### src/rtl/sevenseg_pkg.sv
// Shared types and constants for the seven-segment scan driver.
// Segment vectors are active-low, ordered {g,f,e,d,c,b,a}.
package sevenseg_pkg;

  localparam int NUM_DIGITS = 4;

  typedef logic [6:0] seg_t;

  typedef enum logic {
    PHASE_ON  = 1'b0,
    PHASE_OFF = 1'b1
  } blink_phase_e;

  localparam seg_t SEG_BLANK = 7'h7F;
  localparam seg_t SEG_DASH  = 7'h3F;

  localparam seg_t BCD_PATTERNS [10] = '{
    7'h40, 7'h79, 7'h24, 7'h30, 7'h19,
    7'h12, 7'h02, 7'h78, 7'h00, 7'h10
  };

endpackage

### src/rtl/bcd_to_7seg.sv
// Combinational BCD to active-low seven-segment decoder; codes 10..15 show a dash.
module bcd_to_7seg
  import sevenseg_pkg::*;
(
  input  logic [3:0] bcd,
  output seg_t       seg
);

  always_comb begin
    if (bcd <= 4'd9) begin
      seg = BCD_PATTERNS[bcd];
    end else begin
      seg = SEG_DASH;
    end
  end

endmodule

### src/rtl/sevenseg_scan_driver.sv
// Time-multiplexes four per-frame snapshotted BCD digits onto a common-anode display
// with leading-zero blanking, decimal points and blink. Define SEVENSEG_BRIGHTNESS_EN for the duty input.
module sevenseg_scan_driver
  import sevenseg_pkg::*;
#(
  parameter int REFRESH_DIV  = 25000,
  parameter int BLINK_FRAMES = 50
) (
  input  logic        clk,
  input  logic        reset,
  input  logic [15:0] digits,
  input  logic [3:0]  dp_mask,
  input  logic        blank_lz,
  input  logic        blink,
`ifdef SEVENSEG_BRIGHTNESS_EN
  input  logic [2:0]  duty,
`endif
  output logic [3:0]  anode,
  output logic [6:0]  seg,
  output logic        dp
);

  localparam int TICK_W  = $clog2(REFRESH_DIV);
  localparam int FRAME_W = (BLINK_FRAMES > 1) ? $clog2(BLINK_FRAMES) : 1;
  localparam logic [TICK_W-1:0]  TICK_LAST  = TICK_W'(REFRESH_DIV - 1);
  localparam logic [FRAME_W-1:0] FRAME_LAST = FRAME_W'(BLINK_FRAMES - 1);

  logic [TICK_W-1:0]  tick_q, tick_d;
  logic [1:0]         idx_q, idx_d;
  logic [FRAME_W-1:0] frame_cnt_q, frame_cnt_d;
  blink_phase_e       blink_phase_q, blink_phase_d;
  logic [15:0]        snapshot_q, snapshot_d;
  logic [3:0]         dp_snap_q, dp_snap_d;
  logic [3:0]         anode_q, anode_d;
  seg_t               seg_q, seg_d;
  logic               dp_q, dp_d;

  logic [3:0] cur_digit;
  seg_t       dec_seg;
  logic       tick_wrap, frame_end, lz_blank, blanked, dark, lit_window;

  assign cur_digit = snapshot_q[{idx_q, 2'b00} +: 4];

  bcd_to_7seg u_dec (
    .bcd (cur_digit),
    .seg (dec_seg)
  );

  assign tick_wrap = (tick_q == TICK_LAST);
  assign frame_end = tick_wrap && (idx_q == 2'd3);

  // NOTE: every signal gets a default before any branch so no path leaves it unassigned (no latches).
  always_comb begin
    tick_d        = tick_q + TICK_W'(1);
    idx_d         = idx_q;
    frame_cnt_d   = frame_cnt_q;
    blink_phase_d = blink_phase_q;
    snapshot_d    = snapshot_q;
    dp_snap_d     = dp_snap_q;

    if (tick_wrap) begin
      tick_d = '0;
      idx_d  = idx_q + 2'd1;
    end

    // Only the frame boundary samples the inputs, so a changing count cannot tear.
    if (frame_end) begin
      snapshot_d = digits;
      dp_snap_d  = dp_mask;
    end

    if (!blink) begin
      frame_cnt_d   = '0;
      blink_phase_d = PHASE_ON;
    end else if (frame_end) begin
      if (frame_cnt_q == FRAME_LAST) begin
        frame_cnt_d   = '0;
        blink_phase_d = (blink_phase_q == PHASE_ON) ? PHASE_OFF : PHASE_ON;
      end else begin
        frame_cnt_d = frame_cnt_q + FRAME_W'(1);
      end
    end
  end

  always_comb begin
    lz_blank = 1'b0;
    unique case (idx_q)
      2'd3:    lz_blank = (snapshot_q[15:12] == 4'd0);
      2'd2:    lz_blank = (snapshot_q[15:8] == 8'd0);
      2'd1:    lz_blank = (snapshot_q[15:4] == 12'd0);
      default: lz_blank = 1'b0;
    endcase
  end

  assign blanked = blank_lz && lz_blank;
  // Live blink level lets the display relight on the very next cycle after blink drops.
  assign dark    = blink && (blink_phase_q == PHASE_OFF);

`ifdef SEVENSEG_BRIGHTNESS_EN
  assign lit_window = int'(tick_q) < (((int'(duty) + 1) * REFRESH_DIV) / 8);
`else
  assign lit_window = 1'b1;
`endif

  always_comb begin
    anode_d = 4'b1111;
    seg_d   = SEG_BLANK;
    dp_d    = 1'b1;
    if (!dark && !blanked) begin
      seg_d = dec_seg;
      dp_d  = ~dp_snap_q[idx_q];
      if (lit_window) begin
        anode_d[idx_q] = 1'b0;
      end
    end
  end

  // NOTE: sequential state uses non-blocking assignments so every flop samples pre-edge values.
  always_ff @(posedge clk) begin
    if (reset) begin
      tick_q        <= '0;
      idx_q         <= 2'd0;
      frame_cnt_q   <= '0;
      blink_phase_q <= PHASE_ON;
      snapshot_q    <= 16'h0000;
      dp_snap_q     <= 4'b0000;
      anode_q       <= 4'b1111;
      seg_q         <= SEG_BLANK;
      dp_q          <= 1'b1;
    end else begin
      tick_q        <= tick_d;
      idx_q         <= idx_d;
      frame_cnt_q   <= frame_cnt_d;
      blink_phase_q <= blink_phase_d;
      snapshot_q    <= snapshot_d;
      dp_snap_q     <= dp_snap_d;
      anode_q       <= anode_d;
      seg_q         <= seg_d;
      dp_q          <= dp_d;
    end
  end

  assign anode = anode_q;
  assign seg   = seg_q;
  assign dp    = dp_q;

endmodule

### config.mk
export PLATFORM = sky130hd
export DESIGN_NAME = sevenseg_scan_driver
export DESIGN_NICKNAME = d
export VERILOG_FILES = /design/src/rtl/sevenseg_pkg.sv /design/src/rtl/bcd_to_7seg.sv /design/src/rtl/sevenseg_scan_driver.sv
export SDC_FILE = /design/constraint.sdc
export NUM_CORES = 1
export LEC_CHECK = 0
export CORE_MARGIN = 2
export CORE_UTILIZATION = 40
export CTS_CLUSTER_SIZE = 28
export DETAILED_ROUTE_END_ITERATION = 8
export PLACE_DENSITY_LB_ADDON = 0.08
export SETUP_SLACK_MARGIN = 0.2
export SKIP_CTS_REPAIR_TIMING = 1
export SLEW_MARGIN = 25
export SYNTH_ARGS = -nofsm -noshare
export SYNTH_HDL_FRONTEND = slang
export SYNTH_SLANG_ARGS = --single-unit
export TNS_END_PERCENT = 10
### constraint.sdc
create_clock -name clk -period 2.16 [get_ports clk]
set_input_delay 0.432 -clock clk [delete_from_list [all_inputs] [get_ports clk]]
set_output_delay 0.432 -clock clk [all_outputs]
set_load 0.02 [all_outputs]
==> out/summary.txt, run 1 <==
Status - finished, final reports clean
Max Fclk - 0.545 GHz
Worst hold start - snapshot_q[3]
Initial Util - 40.9%
NetSw - 0.000367 W
Ant diodes - 0
Bufs on Longest Clock Path - 2
CTS Buf Count - 5
Post-DP HPWL - 3970 um
Dominant synthesized flop cell - dfxtp_1
Final worst-path cycle share - 84.9%
DRT Pass-1 Iters - 4
Seq/Total Area, Yosys - 43.7%
Die area - 7070 sq um
Area Growth Syn to Fin - 21.6%
Synthesized cell area - 2560 sq um
Crit. End Element - flip-flop
Proportion of power drawn by flip-flops and latches - 60.6%
Antenna viol nets, final - 0
Peak fanout along the critical path - 5
Final RePlAce weighted congestion - 0.815
Worst r2r src - tick_q[0]
Row count - 29
Final min period - 1.83 ns
Yosys Warn Count - 0
Clock root buffer - clkbuf_8
Post-synth EDFFs - 0
Synth async-reset ratio - 0%
HP Class - flip-flop to flip-flop
Peak supply drop - 0.000352 V
Post-Synthesis Cells - 295
Avg WL per Cell - 13.7 um
Setup CP Type - flip-flop to flip-flop
Min-Delay Endpoint - snapshot_q[3]
Slew Limit Fails - 0
Final routed DRC violation total - 0
Synth Register Bits - 56
IO Pins - 36
Dominant cell by count in the synthesized netlist - dfxtp_1
Reg2reg setup slack - 0.33 ns
Antenna violations before repair - 0
# nets final - 366
Vias per Instance - 5.24
Synth top area cells - dfxtp_1 44%, ha_1 5.9%, a21oi_1 5.7%
Worst-Skew Late Latency - 0.31 ns
Sw Share - 21.2%
Setup TNS - 0 ns
Unique masters post-synth - 38
Fillers - 624
Hold Crit Depth - 2
Largest net degree at the start of global routing - 27
Max H-tree Level - 2
Mapped Nets - 331
Max Cap Viol - 0
Final core utilization - 49.7%
Worst-margin pin slew - 0.357 ns
CTS tree - done
Final hold violation count - 0
Sink Count - 56
Clk_skew - 0.00555 ns
Area leader, netlist - dfxtp_1
Share of cells above drive strength 1 - 9.06%
R2R depth - 6
Vias in the first global route - 2020
Pwr per Cell Area - 556 nW/um^2
Die Wd - 84.1 um
CP Launch Type - flip-flop
Total track usage - 16.8%
Finished Cell Area - 3120 sq um
Starting DRT DRC Count - 99
Rel. slew slack - 75.9%
Port Buf Inserts - 35
First-pass GRT wire length - 9600 um
Gr ovfl total - 0
Clock network power share - 33.5%
Chip height - 84.1 um
Core area - 6280 sq um
Vias - 2138
RSZ-0062 raised after global routing - yes
Area share of the largest cell type after synthesis - 43.7%
Int Pwr - 0.00137 W
Syn_area_per_cell - 8.69 sq um
Worst EP required - 2.37 ns
Arrival @ worst endpoint - 2.04 ns
Drt total wl - 5580 um
Clock transition at path regs - 0.09 ns
Comb power frac - 5.9%
Placed Area - 3010 sq um
Lkg Pwr - 1.08 nW
Commonest cells in the netlist - 56 x dfxtp_1, 29 x a21oi_1, 28 x nand3_1, 28 x nor2_1, 27 x o21ai_0
Final setup viols - 0
Worst r2r dst - blink_phase_q
[routing by layer]
| layer | GRT usage [%] | wire length [um] |
|---|---|---|
| met5 | 0 | 0 |
| met4 | 4.99 | 68 |
| met2 | 27.1 | 2630 |
| met1 | 22.2 | 2660 |
| met3 | 4.45 | 219 |
[cells in the final DEF, fill, tap and decap left out, drive strengths merged, types with 3 or more instances in the layout]
cell type       n
dfxtp          56
clkdlybuf4s50  35
a21oi          29
nor2           28
nand3          28
o21ai          27
nand2          20
inv            12
ha             12
buf            12
xnor2          10
clkbuf          8
nor4            6
mux4            5
nand4           4
nor3            4
nand2b          3
a311oi          3
[power by group through the flow]
stage,Sequential (W),Combinational [W],Clock [W]
4_1_cts,0.00105,0.000104,0.000611
2_1_floorplan,0.00108,0.0000282,0
5_1_grt,0.00105,0.000113,0.000648
3_3_place_gp,0.00108,0.000104,0
3_5_place_dp,0.00108,0.000104,0
6_report,0.00105,0.000103,0.000581
[final cells by class]
type | count | area [sq um] | share of cell area [%]
timing repair buffer | 47 | 440 | 14.1
inverter | 13 | 48.8 | 1.57
tap | 77 | 96.3 | 3.09
sequential | 56 | 1120 | 36.1
multi-input combinational | 207 | 1320 | 42.3
clock buffer | 8 | 90.1 | 2.89
[kinds of logic (layout without fill, tap and decap cells)]
logic type / Yosys count / count (layout) / synth area share (%)
and+or+nand+nor: 107 / 107 / 21.0
AOI/OAI and AO/OA: 70 / 70 / 15.5
DFF: 56 / 56 / 43.7
buffers and inverters: 32 / 68 / 5.07
adders and majority gates: 12 / 12 / 5.85
xor gates and xnor gates: 12 / 12 / 4.10
muxes: 6 / 6 / 4.83
[per-stage QoR]
stage | hold WS [ns] | power (W) | worst slack (ns) | instances
after floorplan | 0.441 | 0.00111 | 0.206 | 295
after global placement | 0.461 | 0.00118 | 0.199 | 399
after detailed placement | 0.470 | 0.00118 | 0.164 | 399
after CTS | 0.485 | 0.00177 | 0.180 | 407
after global routing | 0.499 | 0.00181 | 0.191 | 408
final | 0.483 | 0.00173 | 0.325 | 408
[worst max-delay path by stage]
stage          startpoint             to
2_1_floorplan    idx_q[1]         seg[6]
3_3_place_gp     blank_lz         seg[0]
3_5_place_dp     blank_lz         seg[6]
4_1_cts          idx_q[0]         seg[4]
5_1_grt         tick_q[0]  blink_phase_q
6_report        tick_q[0]  blink_phase_q
[registers in the layout (all words and copies together) (netlist names)]
| register | flops |
|---|---|
| anode | 4 |
| blink_phase_q | 1 |
| dp | 1 |
| dp_snap_q | 4 |
| frame_cnt_q | 6 |
| idx_q | 2 |
| seg | 7 |
| snapshot_q | 16 |
| tick_q | 15 |
[worst max-delay path, cell delays in order, from the launching register on]
cell,delay [ns]
dfxtp_1,0.40
ha_1,0.26
and4_1,0.23
nand4_1,0.11
buf_4,0.18
nor3_1,0.20
mux2_2,0.35
Note: power is estimated with default switching activity, not from simulation.
==> run 2: changes to the inputs <==
==> constraint.sdc (replaced) <==
create_clock -name clk -period 1.5 [get_ports clk]
set_input_delay 0.3 -clock clk [delete_from_list [all_inputs] [get_ports clk]]
set_output_delay 0.3 -clock clk [all_outputs]
set_load 0.02 [all_outputs]
==> out/summary.txt, run 2 (synthesis gave the netlist of run 1 again) <==
Status - finished with violations
Failing checks - setup timing
Slew Limit Fails - 0 (unchanged)
IO Pins - 36 (unchanged)
Max reg flops - 16 (unchanged)
Total track usage - 18.0% (+1.2 points)
Clock root buffer - clkbuf_8
Final setup viols - 45 (+45)
Biggest register - snapshot_q
CP max-delay cell - mux4_2
Row count - 29 (unchanged)
Post-DP HPWL - 4510 um (+14%)
Rel. slew slack - 75.3% (-0.69 points)
Arrival @ worst endpoint - 2.03 ns (about the same)
CTS tree - done
Max Fclk - 0.552 GHz (+1.3%)
Sink Count - 56 (unchanged)
Antenna violations before repair - 0 (unchanged)
Reg2reg setup slack - -0.31 ns (-0.64 ns)
Top Usage Layer GRT - met2
Worst r2r dst - seg[3]
Final routed DRC violation total - 0 (unchanged)
Drt total wl - 6330 um (+13%)
Bufs on Longest Clock Path - 2 (unchanged)
Vias per Instance - 5.16 (-1.6%)
Worst-margin pin slew - 0.368 ns (+0.0103 ns)
Largest net degree at the start of global routing - 27 (unchanged)
Final RePlAce weighted congestion - 0.817 (+0.13%)
Post-Place Worst Slack - -0.452 ns (-0.616 ns)
Total power - 0.00254 W (+47%)
DRT Pass-1 Iters - 4 (unchanged)
# nets final - 413 (+13%)
Setup CP Type - flip-flop to flip-flop
Hold Crit Depth - 2 (unchanged)
Final min period - 1.81 ns (-0.0235 ns)
Met3 Track Usage GR - 3.96% (-0.49 points)
Core area - 6280 sq um (unchanged)
Port Buf Inserts - 35 (unchanged)
Peak supply drop - 0.000434 V (+23%)
Placed Cells - 444 (+11%)
Met2 usage - 31.3% (+4.3 points)
Clk_skew - 0.00471 ns (-0.000839 ns)
Global routing usage on met1 - 22.7% (+0.47 points)
Final WS setup - -0.311 ns (-0.636 ns)
Worst r2r src - idx_q[0]
Gr ovfl total - 0 (unchanged)
Max H-tree Level - 2 (unchanged)
Vias - 2346 (+9.7%)
CP Launch Type - flip-flop
Vias in the first global route - 2248 (+11%)
Area Growth Syn to Fin - 44.0%
Final worst-path cycle share - 121% (+36 points)
Most frequent cells in the layout - 52 x buf_4, 51 x dfxtp_1, 28 x a21oi_1
Critical path startpoint - idx_q[0]
Chip height - 84.1 um (unchanged)
Die area - 7070 sq um (unchanged)
Proportion of power drawn by flip-flops and latches - 59.4% (-1.2 points)
Ant diodes - 0 (unchanged)
Antenna viol nets, final - 0 (unchanged)
Crit-path cells - buf_12 -> mux4_2 -> inv_2 -> ha_4 -> nor2_4 -> a21oi_4 -> a22o_1 -> nand2_1
Avg WL per Cell - 13.9 um (+1.7%)
Crit. End Element - flip-flop
Clock transition at path regs - 0.09 ns (about the same)
Worst hold start - dp_snap_q[0]
Final hold violation count - 0 (unchanged)
Share of cells above drive strength 1 - 27.2% (+18 points)
Clock network power share - 33.4% (about the same)
NetSw - 0.000552 W (+50%)
Int Pwr - 0.00199 W (+46%)
Initial Util - 40.9% (unchanged)
CTS Buf Count - 5 (unchanged)
Layout Cells excl Fill - 455 (+12%)
Commonest non-fill, non-tap cell in the layout - buf_4
Largest stage delay, worst path - 0.56 ns (+0.16 ns)
HP Class - flip-flop to flip-flop
Worst-Skew Late Latency - 0.31 ns (about the same)
Sw Share - 21.7% (+0.53 points)
Die Wd - 84.1 um (unchanged)
First-pass GRT wire length - 10400 um (+8.2%)
R2R depth - 8 (+2)
Peak fanout along the critical path - 4 (-1)
Lkg Pwr - 1.42 nW (+32%)
RSZ-0062 raised after global routing - yes
Max Cap Viol - 0 (unchanged)
Min-Delay Endpoint - dp_snap_q[0]
Starting DRT DRC Count - 68 (-31%)
Comb power frac - 7.2% (+1.3 points)
Worst EP required - 1.72 ns (-0.65 ns)
Pwr per Cell Area - 688 nW/um^2 (+24%)
## run 2: cell count changes in the layout (fill, tap and decap cells not counted), moves of 4 or more
cell | before | now
o21ai_1 | 0 | 13
inv_1 | 12 | 8
inv_2 | 0 | 4
buf_4 | 12 | 52
dfxtp_1 | 55 | 51
dfxtp_2 | 0 | 4
clkdlybuf4s50_1 | 35 | 23
ha_1 | 12 | 8
dlymetal6s2s_1 | 0 | 12
o21ai_0 | 27 | 11
ha_4 | 0 | 4
buf_12 | 0 | 4
## run 2: through the flow
stage	hold slack (ns)	utilization [%]	area (sq um)	TNS, ns
final	0.467	58.8	3690	-4.51
after floorplan	0.441	-	2610	-5.35
after global placement	0.464	54.6	3430	-12.23
after global routing	0.484	58.8	3690	-9.26
after CTS	0.484	56.0	3520	-12.80
after detailed placement	0.468	54.6	3430	-12.49
## run 2: layer usage
metal / routed length [um] / vias up
met5: 0 / -
met4: 69 / 0
met3: 248 / 6
met2: 3170 / 34
met1: 2830 / 1094
li1: - / 1212
## run 2: worst max path at each step
stage,to,cells after the start
6_report,seg[3],8
5_1_grt,seg[3],8
4_1_cts,seg[0],7
3_5_place_dp,anode[0],7
3_3_place_gp,anode[3],7
2_1_floorplan,seg[3],8
## run 2: area by class of cell
type | instances | area [sq um]
timing repair buffer | 94 | 885
tap | 77 | 96.3
inverter | 13 | 51.3
fill | 580 | 2580
multi-input combinational | 207 | 1440
clock buffer | 8 | 90.1
sequential | 56 | 1130
## run 2: worst max-delay path: cells and delay by family, from the launching register on
family	cells	cell delay, ns
DFF	1	0.39
buffers and inverters	2	0.23
muxes	1	0.56
AOI/OAI and AO/OA	2	0.31
adders and majority gates	1	0.15
and+or+nand+nor	2	0.08
## run 2: power groups by stage
stage	clock network [W]	registers [W]	logic (W)
floorplan	0	0.00156	0.0000420
global placement	0	0.00154	0.000180
detailed placement	0	0.00154	0.000182
CTS	0.000895	0.00151	0.000183
global route	0.000942	0.00151	0.000199
finish	0.000849	0.00151	0.000184
